[src/rtl/fifo_rd_pkg.sv]
// Shared constants and pointer helper for the FIFO read-side prefetch stage.
package fifo_rd_pkg;

  localparam int unsigned PF_DEPTH = 3;
  localparam int unsigned PF_PTR_W = 2;
  localparam int unsigned RD_LAT   = 1;

  typedef logic [PF_PTR_W-1:0] pf_ptr_t;

  // Pointers walk 0,1,2,0,... rather than the full 2-bit range.
  function automatic pf_ptr_t ptr_inc(input pf_ptr_t p);
    return (p == pf_ptr_t'(PF_DEPTH - 1)) ? pf_ptr_t'(0) : p + pf_ptr_t'(1);
  endfunction

endpackage

[src/rtl/fifo_rd_prefetch_if.sv]
// FIFO read port plus downstream valid/ready stream of the prefetch stage.
interface fifo_rd_prefetch_if #(
  parameter int DSIZE = 32
);
  logic             rempty;
  logic [DSIZE-1:0] rdata;
  logic             rinc;
  logic [DSIZE-1:0] dout;
  logic             dout_valid;
  logic             dout_ready;

  modport master (
    input  rempty, rdata, dout_ready,
    output rinc, dout, dout_valid
  );

  modport slave (
    output rempty, rdata, dout_ready,
    input  rinc, dout, dout_valid
  );
endinterface

[src/rtl/fifo_rd_pf_buf.sv]
// Three-entry circular register file with write/pop pointers and occupancy.
module fifo_rd_pf_buf
  import fifo_rd_pkg::*;
#(
  parameter int DSIZE = 32
) (
  input  logic             clk,
  input  logic             rst_n,
  input  logic             wr_en,
  input  logic [DSIZE-1:0] wr_data,
  input  logic             rd_ready,
  output logic [DSIZE-1:0] rd_data,
  output logic             rd_valid,
  output pf_ptr_t          occ
);
  logic [DSIZE-1:0] ent_q [PF_DEPTH];
  logic [DSIZE-1:0] ent_d [PF_DEPTH];
  pf_ptr_t head_q, head_d;
  pf_ptr_t tail_q, tail_d;
  pf_ptr_t occ_q, occ_d;
  logic    pop;

  assign rd_valid = (occ_q != '0);
  assign occ      = occ_q;
  // A ready with nothing valid is simply ignored.
  assign pop      = rd_valid & rd_ready;

  genvar gi;
  for (gi = 0; gi < int'(PF_DEPTH); gi++) begin : g_ent
    always_comb begin
      ent_d[gi] = ent_q[gi];
      if (wr_en && tail_q == pf_ptr_t'(gi)) ent_d[gi] = wr_data;
    end

    always_ff @(posedge clk) begin
      if (!rst_n) ent_q[gi] <= '0;
      else        ent_q[gi] <= ent_d[gi];
    end
  end

  always_comb begin
    head_d = pop   ? ptr_inc(head_q) : head_q;
    tail_d = wr_en ? ptr_inc(tail_q) : tail_q;
    occ_d  = occ_q + pf_ptr_t'(wr_en) - pf_ptr_t'(pop);
  end

  always_comb begin
    rd_data = '0;
    for (int i = 0; i < int'(PF_DEPTH); i++) begin
      if (head_q == pf_ptr_t'(i)) rd_data = ent_q[i];
    end
  end

  always_ff @(posedge clk) begin
    if (!rst_n) begin
      head_q <= '0;
      tail_q <= '0;
      occ_q  <= '0;
    end else begin
      head_q <= head_d;
      tail_q <= tail_d;
      occ_q  <= occ_d;
    end
  end
endmodule

[src/rtl/fifo_rd_prefetch.sv]
// Read-side prefetch stage behind the async FIFO; FIFO_RD_STATS_EN adds
// saturating delivered-word and stall-cycle counters.
module fifo_rd_prefetch
  import fifo_rd_pkg::*;
#(
  parameter int DSIZE = 32,
  parameter int CNT_W = 16
) (
  input  logic               rclk,
  input  logic               rrst_n,
  fifo_rd_prefetch_if.master bus
`ifdef FIFO_RD_STATS_EN
  ,
  output logic [CNT_W-1:0]   word_cnt,
  output logic [CNT_W-1:0]   stall_cnt
`endif
);
  if (DSIZE < 1 || CNT_W < 1) begin : g_bad_params
    $error("fifo_rd_prefetch: DSIZE and CNT_W must be positive");
  end

  logic            inflight_q, inflight_d;
  pf_ptr_t         occ;
  logic [PF_PTR_W:0] committed;
  logic            rinc;

  // Issue only from registered state so dout_ready never reaches rinc.
  assign committed = {1'b0, occ} + {{PF_PTR_W{1'b0}}, inflight_q};
  assign rinc      = rrst_n & ~bus.rempty & (committed < (PF_PTR_W+1)'(PF_DEPTH));
  assign bus.rinc  = rinc;

  always_comb inflight_d = rinc;

  always_ff @(posedge rclk) begin
    if (!rrst_n) inflight_q <= 1'b0;
    else         inflight_q <= inflight_d;
  end

  fifo_rd_pf_buf #(.DSIZE(DSIZE)) u_buf (
    .clk      (rclk),
    .rst_n    (rrst_n),
    .wr_en    (inflight_q),
    .wr_data  (bus.rdata),
    .rd_ready (bus.dout_ready),
    .rd_data  (bus.dout),
    .rd_valid (bus.dout_valid),
    .occ      (occ)
  );

`ifdef FIFO_RD_STATS_EN
  logic             pop, stall;
  logic [CNT_W-1:0] word_cnt_q, word_cnt_d;
  logic [CNT_W-1:0] stall_cnt_q, stall_cnt_d;

  assign pop   = bus.dout_valid & bus.dout_ready;
  assign stall = bus.dout_valid & ~bus.dout_ready;

  always_comb begin
    word_cnt_d  = word_cnt_q;
    stall_cnt_d = stall_cnt_q;
    if (pop && word_cnt_q != '1)    word_cnt_d  = word_cnt_q + 1'b1;
    if (stall && stall_cnt_q != '1) stall_cnt_d = stall_cnt_q + 1'b1;
  end

  always_ff @(posedge rclk) begin
    if (!rrst_n) begin
      word_cnt_q  <= '0;
      stall_cnt_q <= '0;
    end else begin
      word_cnt_q  <= word_cnt_d;
      stall_cnt_q <= stall_cnt_d;
    end
  end

  assign word_cnt  = word_cnt_q;
  assign stall_cnt = stall_cnt_q;
`endif
endmodule

[src/flat_wrapper.sv]
// flat-port wrapper written by rule: the top's interface ports become plain ports
module fifo_rd_prefetch_flat import fifo_rd_pkg::*;
#(
  parameter int DSIZE = 32,
  parameter int CNT_W = 16
)
  (rclk, rrst_n, bus_rempty, bus_rdata, bus_dout_ready, bus_rinc, bus_dout, bus_dout_valid);
  fifo_rd_prefetch_if #(.DSIZE(DSIZE)) bus_i ();
  input  logic rclk;
  input  logic rrst_n;
  input wire logic [$bits(bus_i.rempty)-1:0] bus_rempty;
  input wire logic [$bits(bus_i.rdata)-1:0] bus_rdata;
  input wire logic [$bits(bus_i.dout_ready)-1:0] bus_dout_ready;
  output wire logic [$bits(bus_i.rinc)-1:0] bus_rinc;
  output wire logic [$bits(bus_i.dout)-1:0] bus_dout;
  output wire logic [$bits(bus_i.dout_valid)-1:0] bus_dout_valid;
  assign bus_i.rempty = bus_rempty;
  assign bus_i.rdata = bus_rdata;
  assign bus_i.dout_ready = bus_dout_ready;
  assign bus_rinc = bus_i.rinc;
  assign bus_dout = bus_i.dout;
  assign bus_dout_valid = bus_i.dout_valid;
  fifo_rd_prefetch #(.DSIZE(DSIZE), .CNT_W(CNT_W)) u_core (.rclk(rclk), .rrst_n(rrst_n), .bus(bus_i));
endmodule
[config.mk]
export PLATFORM = sky130hd
export DESIGN_NAME = fifo_rd_prefetch_flat
export DESIGN_NICKNAME = d
export VERILOG_FILES = /design/src/rtl/fifo_rd_pkg.sv /design/src/rtl/fifo_rd_prefetch_if.sv /design/src/rtl/fifo_rd_pf_buf.sv /design/src/rtl/fifo_rd_prefetch.sv /design/src/flat_wrapper.sv
export SDC_FILE = /design/constraint.sdc
export NUM_CORES = 1
export LEC_CHECK = 0
export ABC_CLOCK_PERIOD_IN_PS = 1800
export BUFFER_PORTS_ARGS = -buffer_cell sky130_fd_sc_hd__buf_2
export CORE_UTILIZATION = 57
export CTS_BUF_LIST = sky130_fd_sc_hd__clkbuf_4 sky130_fd_sc_hd__clkbuf_8 sky130_fd_sc_hd__clkbuf_16
export DETAILED_ROUTE_END_ITERATION = 7
export GPL_ROUTABILITY_DRIVEN = 0
export HOLD_SLACK_MARGIN = 0.02
export PLACE_DENSITY = 0.9
export SETUP_SLACK_MARGIN = 0.1
export SLEW_MARGIN = 20
export SYNTH_ARGS = -nofsm -noshare
export SYNTH_HDL_FRONTEND = slang
export SYNTH_SLANG_ARGS = --single-unit
[constraint.sdc]
create_clock -name rclk -period 1.8 [get_ports rclk]
set_clock_uncertainty 0.2 [all_clocks]
set_input_delay 0.09 -clock rclk [delete_from_list [all_inputs] [get_ports rclk]]
set_output_delay 0.09 -clock rclk [all_outputs]
set_load 0.02 [all_outputs]
==> impl_metrics.yaml <==
cts:
  cts_tree: "yes"
  clk_pin_slew_worst_paths_ns: 0.10
  cts_buffer_depth: 2
  cts_root_buf: "clkbuf_8"
  cts_max_level: 3
  insertion_delay_ns: 0.38
  cts_buffers: 9
  cts.sinks: 103
timing:
  maxSlewViolCount: 0
  whs_ns: 0.143
  period_needed_ns: 1.94
  hold_viol_final: 0
  timing.final.ws_setup_ns: -0.142
  slew_headroom_pct: 69.1
  period_share_pct: 108
  finalSetupViolCount: 29
  max_slew.worst_pin.slew_ns: 0.452
  clock.fmax_mhz: 515
  rsz0062_at_grt: "yes"
final_layout:
  drive_above_1_share_pct: 29.8
  diodes: 0
  register_area_sq_um: 2070
  fillers: 319
  area_growth_pct: 49.2
  fin_cells: 695
  fin_area_sq_um: 6900
  multi_input_area_sq_um: 2950
  fin_nets: 628
worst_setup_path:
  cp_data_arrival_time_ns: 1.65
  required_ns: 1.51
  crit_path_max_fanout: 8
  reg2reg_setup_slack_ns: 0.09
  critical_path_class: "reg -> out"
  reg2reg_depth: 6
  start_kind: "flop"
  crit_path_end_kind: "output port"
  r2r_start: "u_core.u_buf.occ[0]"
  r2r_end: "u_core.u_buf.occ[0]"
synthesis:
  yosys_warnings: 0
  netlist.area_leader.share_pct: 44.6
  synth_cell_types: 25
  synth_area_leaders: "dfxtp_1 45%, mux2i_1 28%, nand2_1 11%, o2bb2ai_1 5.9%, buf_6 1.7%"
  netlist_instances: 458
  yosysSeqAreaShare_pct: 44.6
  yosysTopAreaCell: "dfxtp_1"
  syn_area_per_cell_sq_um: 10.1
  synth-seq-cells: 103
  syn-num-nets: 498
  synth_area_sq_um: 4630
die:
  core_sq_um: 7810
  num_rows: 32
  boundaryPins: 70
  initial_core_util_pct: 59.2
  fp.dieArea_sq_um: 8480
  die_h_microns: 92.1
  fp.dieW_microns: 92.1
route:
  antenna_left: 0
  drt_wl_total_microns: 16100
  drc: 0
  dr.first_iter.drc_count: 195
  wl_per_cell_microns: 23.2
  vias_per_cell: 5.93
  vias: 4121
  drt_first_pass_iters: 5
status:
  violations: "setup timing"
  status: "complete, but fails checks"
grt:
  antenna_found_initial: 0
  first_global_vias: 4253
  grt_pass1_wl_microns: 21200
  overflow: 0
  grt_max_degree: 69
  grt.total_usage_pct: 32.5
pwr:
  power.density_nw_per_um2: 925
  p_leak_uw: 0.00292
  peakVddDrop_v: 0.000897
hold_path:
  min_to: "u_core.u_buf.ent_q[2][7]"
  worstHoldPathType: "in -> reg"
  worstHoldStart: "rrst_n"
  whs_path_depth: 4
placed_design:
  placed_cell_area_sq_um: 5030
  pre_cts_slack_ns: 0.0956
  dp_cells: 608
  dp_hpwl_microns: 6290
  port_buffers: 69
flow_run:
  cap_violations: 0
synthesized netlist by cell type:
library cell,n
a2111oi_0,2
a21oi_1,1
and2_1,1
and2b_1,1
buf_12,3
buf_2,15
buf_4,7
buf_6,7
clkbuf_1,6
dfxtp_1,103
ha_1,4
inv_1,3
mux2i_1,130
nand2_1,131
nand2b_1,1
nand3b_1,3
nor2_1,1
nor2b_2,1
nor3b_2,1
o21a_1,2
o22ai_1,1
o2bb2ai_1,31
or2_2,1
or3b_1,1
xnor3_1,1
sequential cells by signal, indices dropped and copies added (netlist names):
register             flops
u_core.u_buf.occ         2
u_core.inflight_q        1
u_core.u_buf.tail_q      2
u_core.u_buf.ent_q      96
u_core.u_buf.head_q      2
cells by family after synthesis:
group,share of synthesized area (%)
DFF,44.6
AOI/OAI and AO/OA,6.82
xor gates and xnor gates,0.487
muxes,28.1
and+or+nand+nor,12.4
adders and majority gates,1.08
buffers and inverters,6.49
cell usage in the layout (no fill, tap or decap), drive strengths merged, types with 2 or more instances in the layout:
cell type,netlist,routed
o2bb2ai,31,31
inv,3,3
nand2,131,131
clkinv,0,2
o21a,2,2
clkbuf,6,11
ha,4,4
clkinvlp,0,2
nand3b,3,3
dlygate4sd3,0,54
mux2i,130,130
dfxtp,103,103
a2111oi,2,2
buf,32,103
area by class of cell:
| cell class | count | area share [%] |
|---|---|---|
| Clock buffer | 11 | 2.01 |
| Clock inverter | 5 | 0.852 |
| Inverter | 3 | 0.199 |
| Multi-Input combinational cell | 314 | 42.8 |
| Sequential cell | 103 | 30.0 |
| Tap cell | 102 | 1.85 |
| Timing Repair Buffer | 157 | 22.3 |
per-layer routing:
| layer | routed length [microns] | track usage [%] | vias up |
|---|---|---|---|
| met5 | 0 | 0 | - |
| met4 | 1060 | 18.2 | 0 |
| met3 | 966 | 7.21 | 80 |
| met2 | 8110 | 58.7 | 212 |
| met1 | 5970 | 34.8 | 1994 |
| li1 | - | - | 1835 |
how the worst max path moves through the flow:
stage,startpoint,endpoint,slack (ns),cells past startpoint
floorplan,u_core.inflight_q,bus_rinc,0.20,3
global placement,u_core.u_buf.occ[0],bus_rinc,0.15,4
detailed placement,u_core.u_buf.occ[0],bus_rinc,0.1,4
CTS,u_core.u_buf.occ[0],bus_rinc,-0.07,4
global route,u_core.u_buf.head_q[1],bus_dout[31],-0.20,5
finish,u_core.u_buf.head_q[1],bus_dout[28],-0.14,5
report_power, final:
group / switching [uW] / total, uW / internal [uW]
Sequential: 136 / 2540 / 2400
Clock: 838 / 1510 / 675
Combinational: 1210 / 2330 / 1120
Total: 2190 / 6380 / 4200
what timing repair did:
| item | CTS | global route |
|---|---|---|
| endpoints found under the hold margin | 103 | 0 |
| buffers inserted | 9 | 4 |
| pin swaps | 21 | 15 |
| cloned | 6 | 0 |
| hold buffers | 54 | 0 |
| resized for setup | 112 | 71 |
| endpoints found under the setup margin | 33 | 37 |
through the flow:
stage | util (%) | TNS [ns] | total power, uW
floorplan | - | 0 | 3380
global placement | 64.4 | 0 | 3680
finish | 88.4 | -1.77 | 6380
global route | 88.4 | -2.93 | 6540
CTS | 83.0 | -0.164 | 5880
detailed placement | 64.4 | 0 | 3720
critical path: stages, from the launching register on:
cell       delay [ns]
dfxtp_4          0.44
buf_6            0.13
buf_16           0.15
mux2i_4          0.32
o2bb2ai_4        0.10
buf_6            0.13
(Power assumes the default switching activity.)
